File: src/rtl/arm_fetch_pkg.sv
// Shared types and constants for the ARM-state fetch stage.
package arm_fetch_pkg;

  typedef enum logic [1:0] {
    S_BOOT = 2'd0,
    S_RUN  = 2'd1,
    S_HALT = 2'd2
  } fetch_state_e;

  localparam int          INSTR_W  = 32;
  localparam logic [31:0] PC_INC   = 32'd4;
  localparam logic [31:0] PC_AHEAD = 32'd8;

  typedef struct packed {
    logic [31:0]        pc;
    logic [INSTR_W-1:0] instr;
  } fetch_entry_t;

  function automatic int cnt_w(input int depth);
    return $clog2(depth + 1);
  endfunction

endpackage

File: src/rtl/arm_fetch_unit_buf.sv
// Prefetch FIFO of {pc, instr}; clear beats push and pop, head is read combinationally.
module fetch_buf
  import arm_fetch_pkg::*;
#(
  parameter int DEPTH = 2
) (
  input  logic                    i_clk,
  input  logic                    i_rst,
  input  logic                    i_clear,
  input  logic                    i_push,
  input  logic                    i_pop,
  input  fetch_entry_t            i_wdata,
  output fetch_entry_t            o_rdata,
  output logic [cnt_w(DEPTH)-1:0] o_count,
  output logic                    o_empty,
  output logic                    o_full
);

  localparam int AW = $clog2(DEPTH);
  localparam int CW = cnt_w(DEPTH);

  fetch_entry_t  r_mem [DEPTH];
  logic [AW-1:0] r_wr_ptr;
  logic [AW-1:0] r_rd_ptr;
  logic [CW-1:0] r_count;
  logic          w_do_push;
  logic          w_do_pop;

  assign o_empty   = (r_count == '0);
  assign o_full    = (r_count == CW'(DEPTH));
  assign w_do_pop  = i_pop && !o_empty;
  // A full FIFO still takes a push when the head leaves in the same cycle.
  assign w_do_push = i_push && (!o_full || w_do_pop);
  assign o_count   = r_count;
  assign o_rdata   = r_mem[r_rd_ptr];

  always_ff @(posedge i_clk) begin
    if (w_do_push && !i_clear) r_mem[r_wr_ptr] <= i_wdata;
  end

  always_ff @(posedge i_clk) begin
    if (i_rst || i_clear) begin
      r_wr_ptr <= '0;
      r_rd_ptr <= '0;
      r_count  <= '0;
    end else begin
      if (w_do_push) r_wr_ptr <= r_wr_ptr + AW'(1);
      if (w_do_pop)  r_rd_ptr <= r_rd_ptr + AW'(1);
      r_count <= r_count + CW'(w_do_push) - CW'(w_do_pop);
    end
  end

  a_no_overflow: assert property (@(posedge i_clk) disable iff (i_rst || i_clear)
    !(i_push && o_full && !i_pop));

endmodule

File: src/rtl/arm_fetch_unit.sv
// ARM-state fetch stage: issues word fetches, buffers in-order responses, hands
// {instr, pc, pc+8} to decode and redirects on branch.
module arm_fetch_unit
  import arm_fetch_pkg::*;
#(
  parameter logic [31:0] RESET_PC = 32'h0000_0000,
  parameter int          DEPTH    = 2
) (
  input  logic         clk,
  input  logic         rst,
  output logic         imem_req_valid,
  input  logic         imem_req_ready,
  output logic [31:0]  imem_addr,
  input  logic         imem_rsp_valid,
  input  logic [31:0]  imem_rsp_data,
  input  logic         branch_valid,
  input  logic [31:0]  branch_target,
  input  logic         halt,
  output logic         instr_valid,
  input  logic         instr_ready,
  output logic [31:0]  instr_data,
  output logic [31:0]  instr_pc,
  output logic [31:0]  instr_pc8,
  output fetch_state_e dbg_state
);

  localparam int CW = cnt_w(DEPTH);

  // Handshakes: a transfer happens on a cycle with valid && ready; a raised
  // valid and its payload stay put until that transfer, except on branch/rst.
  fetch_state_e  r_state;
  logic [31:0]   r_pc;
  logic [31:0]   r_rsp_pc;
  logic [CW-1:0] r_outst;
  logic [CW-1:0] r_drop;
  logic          r_req_pend;
  logic [CW-1:0] w_count;
  logic [CW-1:0] w_occupancy;
  logic [31:0]   w_target;
  logic          w_empty, w_full, w_room, w_accept, w_push, w_pop;
  fetch_entry_t  w_head, w_wdata;

  assign w_target    = branch_target & ~32'd3;
  assign w_pop       = !w_empty && instr_ready && !branch_valid;
  // Slots in use after this cycle's pop; stale in-flight fetches still hold a slot.
  assign w_occupancy = w_count + r_outst - CW'(w_pop);
  assign w_room      = (w_occupancy < CW'(DEPTH));

  assign imem_req_valid = (r_state == S_RUN) && !branch_valid && (r_req_pend || w_room);
  assign imem_addr      = r_pc;
  assign w_accept       = imem_req_valid && imem_req_ready;
  assign w_push         = imem_rsp_valid && !branch_valid && (r_drop == '0);
  assign w_wdata        = '{pc: r_rsp_pc, instr: imem_rsp_data};

  fetch_buf #(.DEPTH(DEPTH)) u_buf (
    .i_clk   (clk),
    .i_rst   (rst),
    .i_clear (branch_valid),
    .i_push  (w_push),
    .i_pop   (w_pop),
    .i_wdata (w_wdata),
    .o_rdata (w_head),
    .o_count (w_count),
    .o_empty (w_empty),
    .o_full  (w_full)
  );

  always_ff @(posedge clk) begin
    if (rst) begin
      r_state    <= S_BOOT;
      r_pc       <= RESET_PC;
      r_rsp_pc   <= RESET_PC;
      r_outst    <= '0;
      r_drop     <= '0;
      r_req_pend <= 1'b0;
    end else begin
      if (branch_valid) begin
        r_pc       <= w_target;
        r_rsp_pc   <= w_target;
        r_outst    <= r_outst - CW'(imem_rsp_valid);
        r_drop     <= r_outst - CW'(imem_rsp_valid);
        r_req_pend <= 1'b0;
      end else begin
        if (w_accept) r_pc     <= r_pc + PC_INC;
        if (w_push)   r_rsp_pc <= r_rsp_pc + PC_INC;
        r_outst    <= r_outst + CW'(w_accept) - CW'(imem_rsp_valid);
        if (imem_rsp_valid && (r_drop != '0)) r_drop <= r_drop - CW'(1);
        r_req_pend <= imem_req_valid && !imem_req_ready;
      end
      case (r_state)
        S_BOOT:  r_state <= S_RUN;
        S_RUN:   if (halt && !(imem_req_valid && !imem_req_ready)) r_state <= S_HALT;
        S_HALT:  if (!halt) r_state <= S_RUN;
        default: r_state <= S_BOOT;
      endcase
    end
  end

  assign instr_valid = !w_empty;
  assign instr_data  = w_empty ? '0 : w_head.instr;
  assign instr_pc    = w_empty ? '0 : w_head.pc;
  assign instr_pc8   = instr_pc + PC_AHEAD;
  assign dbg_state   = r_state;

  a_slot_bound: assert property (@(posedge clk) disable iff (rst)
    !(w_full && (r_outst != '0)));

endmodule

File: config.mk
export PLATFORM = sky130hd
export DESIGN_NAME = arm_fetch_unit
export DESIGN_NICKNAME = d
export VERILOG_FILES = /design/src/rtl/arm_fetch_pkg.sv /design/src/rtl/arm_fetch_unit_buf.sv /design/src/rtl/arm_fetch_unit.sv
export SDC_FILE = /design/constraint.sdc
export NUM_CORES = 1
export LEC_CHECK = 0
export ABC_CLOCK_PERIOD_IN_PS = 21800
export CORE_MARGIN = 2
export CORE_UTILIZATION = 35
export CTS_CLUSTER_SIZE = 40
export DETAILED_ROUTE_END_ITERATION = 8
export PLACE_DENSITY = 0.59
export SLEW_MARGIN = 25
export SYNTH_ARGS = -nofsm -noshare
export SYNTH_HDL_FRONTEND = slang
export SYNTH_HIERARCHICAL = 1
export SYNTH_SLANG_ARGS = --single-unit
File: constraint.sdc
create_clock -name clk -period 21.8 [get_ports clk]
set_input_delay 2.18 -clock clk [delete_from_list [all_inputs] [get_ports clk]]
set_output_delay 2.18 -clock clk [all_outputs]
set_load 0.05 [all_outputs]
==> results by group <==
Die
  • Die height: 171 µm
  • # rows: a little over 60
  • Ports: about 200
  • Die Span X: approximately 170 µm
  • Die footprint: ~0.03 mm²
  • Starting Density: a little over a third
  • Core area: ~0.028 mm²

Pwr
  • Max IR drop VDD: between 0.04 and 0.05 mV
  • Power per cell area: between 60 and 70 mW/mm²
  • Static Leak: just over 4 nW
  • Power Total: 0.827 mW

Global route
  • Pin count of the biggest net entering global routing: 75
  • Met2 layer usage reported by global route: 24.0%
  • Routing usage on met3: 3.45%
  • Vias in the first global route: a little under 7000
  • First-pass GRT wire length: roughly 37000 µm
  • Gr usage total: roughly 16%
  • GRT met1 Usage: around a quarter
  • GRT Max-Usage Layer: met1
  • GRT overflow: 0
  • Initial antenna violation count: 0

Logic synthesis
  • Gate Count Post-Synth: about 880
  • Synthesized area per cell: between 10 and 15 µm²
  • Synth Cell Area: between 0.009 and 0.01 mm²
  • Synthesis Warnings: 6

STA
  • Unrepaired setup endpoints after global routing: false
  • Final period utilization: about a third
  • Fmax: 0.139 GHz
  • Final Hold Vio Count: 0
  • Slew HR: about a third
  • Worst-margin pin slew: around 1000 ps
  • Final Max Tran Viols: 0
  • Fin crit period: about 7200 ps
  • Setup violations, final: 0
  • Final clock skew: 17.6 ps
  • Final TNS setup: 0 ps

Layout
  • Cell area after layout: approximately 0.013 mm²
  • Share of cells above drive strength 1: around an eighth
  • Ant diodes: 0
  • FILL cells: between 2000 and 3000
  • Post-route insts no fill: between 1000 and 1500
  • Core Util, Final: between 40% and 50%
  • Area grow syn2layout: 29.7%
  • Nets: ~1100

Clocking
  • Postcts setup bufs: 0
  • Clock sink count: 200
  • Clock tree from TritonCTS: done
  • Reg clk slew, reported paths: ~80 ps
  • Post-CTS sizing: 0
  • Max H-tree Level: 4
  • Clock buffer depth: 2
  • Clk_lat worst skew: 430 ps
  • TritonCTS Buffers: 17
  • Hold-fix buffers, CTS: 0
  • Clk root buf: clkbuf_16

Job
  • Maxcap violations: 0

Placed design
  • RePlAce Congestion: 0.837
  • Placed Instances: 1417
  • Post-detail-place hpwl: 16600 µm
  • I/O Buffers: between 150 and 200
  • Area post-placement: 0.0121 mm²

Worst setup path
  • R2R Path Start: u_buf/o_count[1]$_SDFF_PP0_
  • CP Max Fanout: 11
  • CP Data Required Time: about 20000 ps
  • CP startpoint kind: input port
  • CP Launch Point: instr_ready
  • Setup CP Type: input port to output port
  • Crit path DAT: about 5000 ps
  • CP endpoint kind: output port

Route
  • Vias/cell: around 5
  • Starting DRT DRC Count: 365
  • Detailed Route WL: about 24000 µm
  • Pre-Repair DR Iteration Count: 4
  • DRC: 0
  • Total number of vias: about 7000
  • Routed Antenna Nets: 0
  • Wire length per cell: 16.8 µm

Outcome
  • Status: finished clean

Worst hold path
  • HP Class: register to register
  • HP Start: r_rsp_pc[31]$_SDFFE_PP0P_
[routing by layer]
metal	routed length, µm	vias up
li1	-	3551
met1	12400	3396
met2	10200	239
met3	1550	14
met4	221	0
met5	0	-
[cell type report]
cell class                 instances  area [µm²]  share of cell area (%)
clock buffer                      17         425                    3.37
clock inverter                    15         154                    1.22
inverter                          34         128                    1.01
multi-input combinational        598        4120                    32.7
sequential                       200        5290                    41.9
tap                              378         473                    3.74
timing repair buffer             207        2040                    16.1
[stage by stage]
stage | hold WS [ps] | setup slack, ps
5_1_grt | 507 | 14440
2_1_floorplan | 448 | 13290
4_1_cts | 501 | 14580
3_5_place_dp | 482 | 14610
3_3_place_gp | 467 | 14570
6_report | 495 | 14590
[flip-flops by register name (all words and copies together) (netlist names), 2 cells and up, named ones only]
register	flops
u_buf/r_mem	128
imem_addr	30
r_rsp_pc	30
dbg_state	2
r_drop	2
r_outst	2
u_buf/o_count	2
[cell usage in the layout, fill, tap and decap left out, types with 11 or more instances in the layout]
| cell | n |
|---|---|
| a21boi_0 | 13 |
| nand2_1 | 66 |
| nor2_1 | 49 |
| nor3_1 | 21 |
| or3_1 | 15 |
| clkdlybuf4s50_1 | 196 |
| mux2_2 | 65 |
| a31oi_1 | 15 |
| edfxtp_1 | 128 |
| xnor2_1 | 42 |
| nand3_1 | 29 |
| inv_1 | 33 |
| dfxtp_1 | 71 |
| nor4_1 | 16 |
| o21ai_0 | 16 |
| a21oi_1 | 22 |
| a211oi_1 | 11 |
| xor2_1 | 17 |
| clkbuf_16 | 17 |
| nand4_1 | 19 |
| nor2b_1 | 67 |
[worst max-delay path, stage by stage]
cell	delay, ps
clkdlybuf4s50_1	460
and3_1	250
ha_1	250
nand2b_1	160
xnor3_1	600
nor2_1	80
nor3_1	190
clkdlybuf4s50_1	840
[where the power goes]
part,switching [mW],internal [mW]
registers,0.0142,0.417
logic,0.0509,0.0371
clock network,0.154,0.154
[path summary, 6_finish.rpt]
check                           slack [ps]  depth (start not counted)                            to
worst max-delay path                 14590                          8                imem_req_valid
worst min register to register         500                          0  u_buf/r_mem[0][63]$_DFFE_PP_
worst max register to register       16940                         16         r_outst[1]$_SDFF_PP0_
worst min-delay path                   500                          0  u_buf/r_mem[0][63]$_DFFE_PP_
Note: power is estimated with default switching activity, not from simulation.
